File: src/rtl/world_arbiter.sv
// Arbitrates the single-ported world memory between the host and the automaton engine.
// Optional generation limit and done pulse are enabled by defining WORLD_ARBITER_GEN_LIMIT_EN.
module world_arbiter (
    input  logic        clk,
    input  logic        rst,
    input  logic        run,
    input  logic [7:0]  gen_limit,
    input  logic [5:0]  eng_row,
    input  logic [5:0]  eng_col,
    input  logic        eng_we,
    input  logic        eng_out,
    input  logic        eng_update_done,
    output logic        eng_hold,
    output logic        eng_in,
    input  logic        host_req,
    input  logic        host_we,
    input  logic        host_wdata,
    input  logic [5:0]  host_row,
    input  logic [5:0]  host_col,
    output logic        host_gnt,
    output logic        host_rdata,
    output logic        host_rvalid,
    output logic [5:0]  row,
    output logic [5:0]  col,
    output logic        world_we,
    output logic        world_out,
    input  logic        world_in,
    output logic [15:0] gen_count,
    output logic        busy,
    output logic        done
);

    typedef enum logic {HOST, ENGINE} state_t;

    state_t     state, state_nxt;
    logic [7:0] run_cnt;
    logic [7:0] run_cnt_inc;
    logic       gen_tick;
    logic       limit_hit;
    logic       host_read;

    assign run_cnt_inc = run_cnt + 8'd1;
    assign gen_tick    = (state == ENGINE) && eng_update_done;
    assign host_read   = host_gnt && !host_we;
    assign eng_hold    = (state == HOST);

`ifdef WORLD_ARBITER_GEN_LIMIT_EN
    logic done_r;

    assign limit_hit = (gen_limit != 8'd0) && (run_cnt_inc == gen_limit);
    assign done      = done_r;

    always_ff @(posedge clk) begin
        if (rst) begin
            done_r <= 1'b0;
        end else begin
            done_r <= gen_tick && limit_hit;
        end
    end
`else
    logic unused_limit;

    assign limit_hit    = 1'b0;
    assign done         = 1'b0;
    assign unused_limit = ^{gen_limit, run_cnt};
`endif

    always_ff @(posedge clk) begin
        if (rst) begin
            state       <= HOST;
            busy        <= 1'b0;
            gen_count   <= '0;
            run_cnt     <= '0;
            host_rvalid <= 1'b0;
            host_rdata  <= 1'b0;
        end else begin
            state       <= state_nxt;
            busy        <= (state_nxt == ENGINE);
            host_rvalid <= host_read;
            if (host_read) begin
                host_rdata <= world_in;
            end
            if (gen_tick) begin
                gen_count <= gen_count + 16'd1;
            end
            // A fresh run restarts the per-run count; counting only happens in ENGINE.
            if (state == HOST && state_nxt == ENGINE) begin
                run_cnt <= '0;
            end else if (gen_tick) begin
                run_cnt <= run_cnt_inc;
            end
        end
    end

    always_comb begin
        state_nxt = state;
        host_gnt  = 1'b0;
        row       = '0;
        col       = '0;
        world_we  = 1'b0;
        world_out = 1'b0;
        eng_in    = 1'b0;
        case (state)
            HOST: begin
                host_gnt  = host_req;
                world_we  = host_req && host_we;
                world_out = host_wdata;
                if (host_req) begin
                    row = host_row;
                    col = host_col;
                end
                if (run && !host_req) begin
                    state_nxt = ENGINE;
                end
            end
            ENGINE: begin
                row       = eng_row;
                col       = eng_col;
                world_we  = eng_we;
                world_out = eng_out;
                eng_in    = world_in;
                // Hand back only at a generation boundary.
                if (eng_update_done && (!run || host_req || limit_hit)) begin
                    state_nxt = HOST;
                end
            end
            default: state_nxt = HOST;
        endcase
    end

endmodule
File: config.mk
export PLATFORM = sky130hd
export DESIGN_NAME = world_arbiter
export DESIGN_NICKNAME = d
export VERILOG_FILES = /design/src/rtl/world_arbiter.sv
export SDC_FILE = /design/constraint.sdc
export NUM_CORES = 1
export LEC_CHECK = 0
export CAP_MARGIN = 20
export CORE_ASPECT_RATIO = 1.4
export CORE_MARGIN = 3
export CORE_UTILIZATION = 33
export CTS_BUF_LIST = sky130_fd_sc_hd__clkbuf_16
export CTS_CLUSTER_DIAMETER = 200
export CTS_CLUSTER_SIZE = 16
export DETAILED_ROUTE_END_ITERATION = 10
export GPL_TIMING_DRIVEN = 0
export PLACE_DENSITY = 0.8
export SLEW_MARGIN = 20
export SYNTH_ARGS = -nofsm -noshare
export SYNTH_HDL_FRONTEND = slang
export SYNTH_SLANG_ARGS = --single-unit
File: constraint.sdc
create_clock -name clk -period 1.8 [get_ports clk]
set_input_delay 0.36 -clock clk [delete_from_list [all_inputs] [get_ports clk]]
set_output_delay 0.36 -clock clk [all_outputs]
set_load 0.005 [all_outputs]
# After elaboration in Yosys (flattened, before gate mapping)
# Index checks and enable logic that the tools add are counted.
# classes
addsub	1
n_mux	11
bitwise_logic	1
reduce_logical	9
# op_table
op	n
case mux 6 bit (2 select lines)	2
adder 16 x 1 -> 16 bit, second input constant	1
two-way mux 6 bit	2
case mux 1 bit (2 select lines)	3
logical AND 1 bit	5
two-way mux 1 bit	4
logical NOT 1 bit	3
logical OR 1 bit	1
inverter 1 bit	1
# totals
inputBits	42
elab_cells	26
regBits	19
out_inout_bits	37

# Logic depth before layout (Yosys ltp)
# depth
depth_word	5
depth_mapped	5
mapped_depth_nobuf	5

# Worst setup path after synthesis
# OpenSTA, ideal clock, no wires.
# synth_path
kind	reg-to-output
start	register state
end	output port col[3]
n_path_buf	2
required_ps	1440
stages_incl_launch_ff	4
slack_ps	305
arrival_ps	1135
cell_sequence	dfxtp_1 > buf_1 > buf_1 > a22o_1
# synth_between
elab_chain_cells	2
# synth_rtl
element	line_no	rtl
start, declared	35	state_t state, state_nxt;
start signal, assigned	77	state <= state_nxt;
inverter 1 bit	n/a	
case mux 6 bit (2 select lines) (*)	103	case (state)
end, declared	24	output logic [5:0] col,
# Every way passes the cells marked *; elsewhere a longest branch is shown, timed or not.

# Final worst setup path
# layout_path
start	register state
end	output port row[4]
# layout_between
elab_chain_cells	2
# layout_rtl
element	line_no	rtl
inverter 1 bit	n/a	
case mux 6 bit (2 select lines) (*)	103	
end, declared	23	output logic [5:0] row,
# Marked as above.

==> impl_metrics.csv <==
group,metric,value,unit
hold_path,whs_path_depth,2,
place,gp_congestion,0.741,
synth,ys_seq_area_share,37.9,%
synth,syn_area,1000,sq um
synth,synth_cell_types,34,
global_route,first_global_vias,1228,
critical_path,rr_worst_depth,4,
finish,nets,240,
die,die-area,3750,sq um
global_route,grt_pass1_wl,5400,microns
detailed_routing,viasPerCell,5.19,
clocking,clk_latency,0.25,ns
timing,grt_setup_unrepaired,"no",
finish,antenna_cells,0,
clocking,htreeDepth,1,
global_route,antenna_found_initial,0,
power,leakagePower,0.000756,uW
detailed_routing,num_vias,1209,
timing,maxSlewViolCount,0,
job,drv_cap,0,
die,coreArea,2880,sq um
finish,syn_to_final_growth,84.4,%
clocking,cts.clk_slew.worst_paths,0.05,ns
critical_path,startpoint_type,"flop",
die,die_w,52.6,microns
synth,synth_edf_count,0,
global_route,overflow,0,
finish,drive_above_1_share,16.3,%
synth,synth-main-ff-cell,"dfxtp_1",
critical_path,critical_path_required,1.44,ns
die,ios,79,
clocking,cts.sinks,19,
hold_path,min_path_type,"reg2reg",
run_status,status,"completed",
finish,seq_area,384,sq um
synth,synth_area_leaders,"dfxtp_1, a22o_1, xor2_1",
clocking,ctsHoldBuffers,0,
critical_path,critPathArrivalTime,1.40,ns
synth,syn_area_per_cell,8.51,sq um
power,ir_worst_vdd,0.000401,V
synth,yosysWarnings,0,
finish,fin_util,64.4,%
place,io_buffers,68,
critical_path,cp-end-kind,"output pin",
detailed_routing,antenna_left,0,
timing,fmax,568,MHz
synth,synth_top_area_share,37.9,%
clocking,clockBufferDepth,2,
critical_path,critical_path.max_fanout,10,
detailed_routing,drtIter0Drc,18,
synth,syn-instance-count,118,
timing,skew,0.00311,ns
detailed_routing,drt-total-wl,3280,microns
global_route,track_usage,18.9,%
timing,post-route-period-util,97.9,%
die,rows,23,
finish,n_fill_cell,248,
critical_path,critPathKind,"reg2out",
detailed_routing,wire_per_inst,14.1,microns
die,initial_utilization,34.9,%
detailed_routing,drc,0,
synth,syn_nets,161,
synth,synth-seq-cells,19,
synth,async_reset_ff_share,0,%
clocking,tritoncts,"done",
clocking,root_buffer,"clkbuf_16",
detailed_routing,drt-pass1-iter-count,4,
clocking,cts_inserted_buffers,3,
timing,fin_hold_ws,0.485,ns
place,dp_hpwl,2530,microns
timing,hold_viol,0,
die,die_h,71.3,microns
timing,finalCriticalPeriod,1.76,ns
power,power_density,587,nW/um^2
global_route,grt_max_degree,12,
timing,finalSetupViolCount,0,
finish,multi_input_area,589,sq um
synth,synth.largest_area_cell,"dfxtp_1",
## synth_stat cells (2+ instances only)
cell type,count
buf_1,2
a21oi_1,7
inv_1,3
clkbuf_1,3
nor3_1,3
xnor2_1,3
or3_1,3
a22o_1,12
o21ai_0,6
dfxtp_1,19
nand2_1,10
nand3_1,5
and2_1,2
and4_1,2
xor2_1,7
nand4_1,3
nor2_1,11
## state kept, by name (all words and copies together) (netlist names)
| signal | flops |
|---|---|
| host_rvalid | 1 |
| state | 1 |
| host_rdata | 1 |
| gen_count | 16 |
## final timing paths
| path | start | end | slack [ns] |
|---|---|---|---|
| hold / removal | host_rdata | host_rdata | 0.48 |
| setup reg to reg | gen_count[0] | gen_count[14] | 0.27 |
| setup / recovery | state | row[4] | 0.04 |
| hold reg to reg | host_rdata | host_rdata | 0.48 |
## power by group
| group | leakage (uW) | total, uW | switching (uW) | internal [uW] |
|---|---|---|---|---|
| Clock | 0.0000409 | 453 | 155 | 298 |
| Combinational | 0.000561 | 208 | 71.9 | 136 |
| Sequential | 0.000154 | 428 | 3.63 | 425 |
## kinds of logic after synthesis
logic type | count (synthesis) | synth area share, %
compound gates | 27 | 18.3
xor+xnor | 10 | 8.72
fa+ha+maj | 1 | 1.25
buf+inv | 10 | 4.23
flops | 19 | 37.9
mux | 1 | 1.12
other cells | 1 | 0.373
simple gates | 49 | 28.1
## cell type report
class                           count  share of cell area (%)
Multi-Input combinational cell     89                    31.8
Timing Repair Buffer               74                    36.9
Sequential cell                    19                    20.7
Clock inverter                      1                   0.270
Inverter                            3                   0.743
Clock buffer                        3                    4.05
Tap cell                           37                    2.50
Buffer                              7                    3.04
## cell usage in the layout, fill, tap and decap left out, types with 2 or more instances in the layout
cell type	Yosys	routed
nand3_1	5	5
nor3_1	3	3
buf_2	1	2
clkbuf_16	0	3
buf_6	0	2
and4_1	2	2
dlygate4sd2_1	0	11
clkbuf_2	0	6
clkbuf_8	0	2
and2_1	2	2
a22o_1	12	12
a21oi_1	7	7
clkbuf_1	3	2
nor2_1	11	11
xnor2_1	3	3
dfxtp_1	19	18
nand2_1	10	10
or3_1	3	3
buf_4	1	6
inv_1	3	2
nand4_1	3	3
clkdlybuf4s50_1	0	49
o21ai_0	6	6
xor2_1	7	7
## critical path, cell delays in order (launching register included)
cell           delay (ns)
dfxtp_4              0.35
buf_6                0.13
buf_4                0.14
buf_6                0.13
nand2_1              0.07
o21ai_0              0.06
dlygate4sd2_1        0.26
## per-layer routing
| layer | global-route usage [%] | wire [microns] | vias to the layer above |
|---|---|---|---|
| met4 | 5.97 | 40 | 0 |
| met2 | 35.1 | 1730 | 73 |
| met3 | 9.98 | 423 | 5 |
| met1 | 16.8 | 1080 | 547 |
| met5 | 0 | 0 | - |
| li1 | - | - | 584 |
## repair_timing
action | 4_1_cts | 5_1_grt
buffers inserted | 5 | 0
pin swaps | 0 | 0
gates cloned | 1 | 0
gates resized for setup | 42 | 8
setup endpoints to repair | 17 | 8
## metrics by stage
stage | instances | instance area (sq um) | TNS (ns) | total power (uW) | worst slack, ns
final | 233 | 1850 | 0 | 1090 | 0.0382
after detailed placement | 223 | 1730 | -9.96 | 644 | -0.793
after floorplan | 118 | 1000 | 0 | 494 | 0.305
after CTS | 233 | 1890 | -0.0147 | 1100 | -0.0147
after global routing | 233 | 1850 | 0 | 1140 | 0.00544
after global placement | 223 | 1730 | -9.21 | 641 | -0.747
Note: power is estimated with default switching activity, not from simulation.
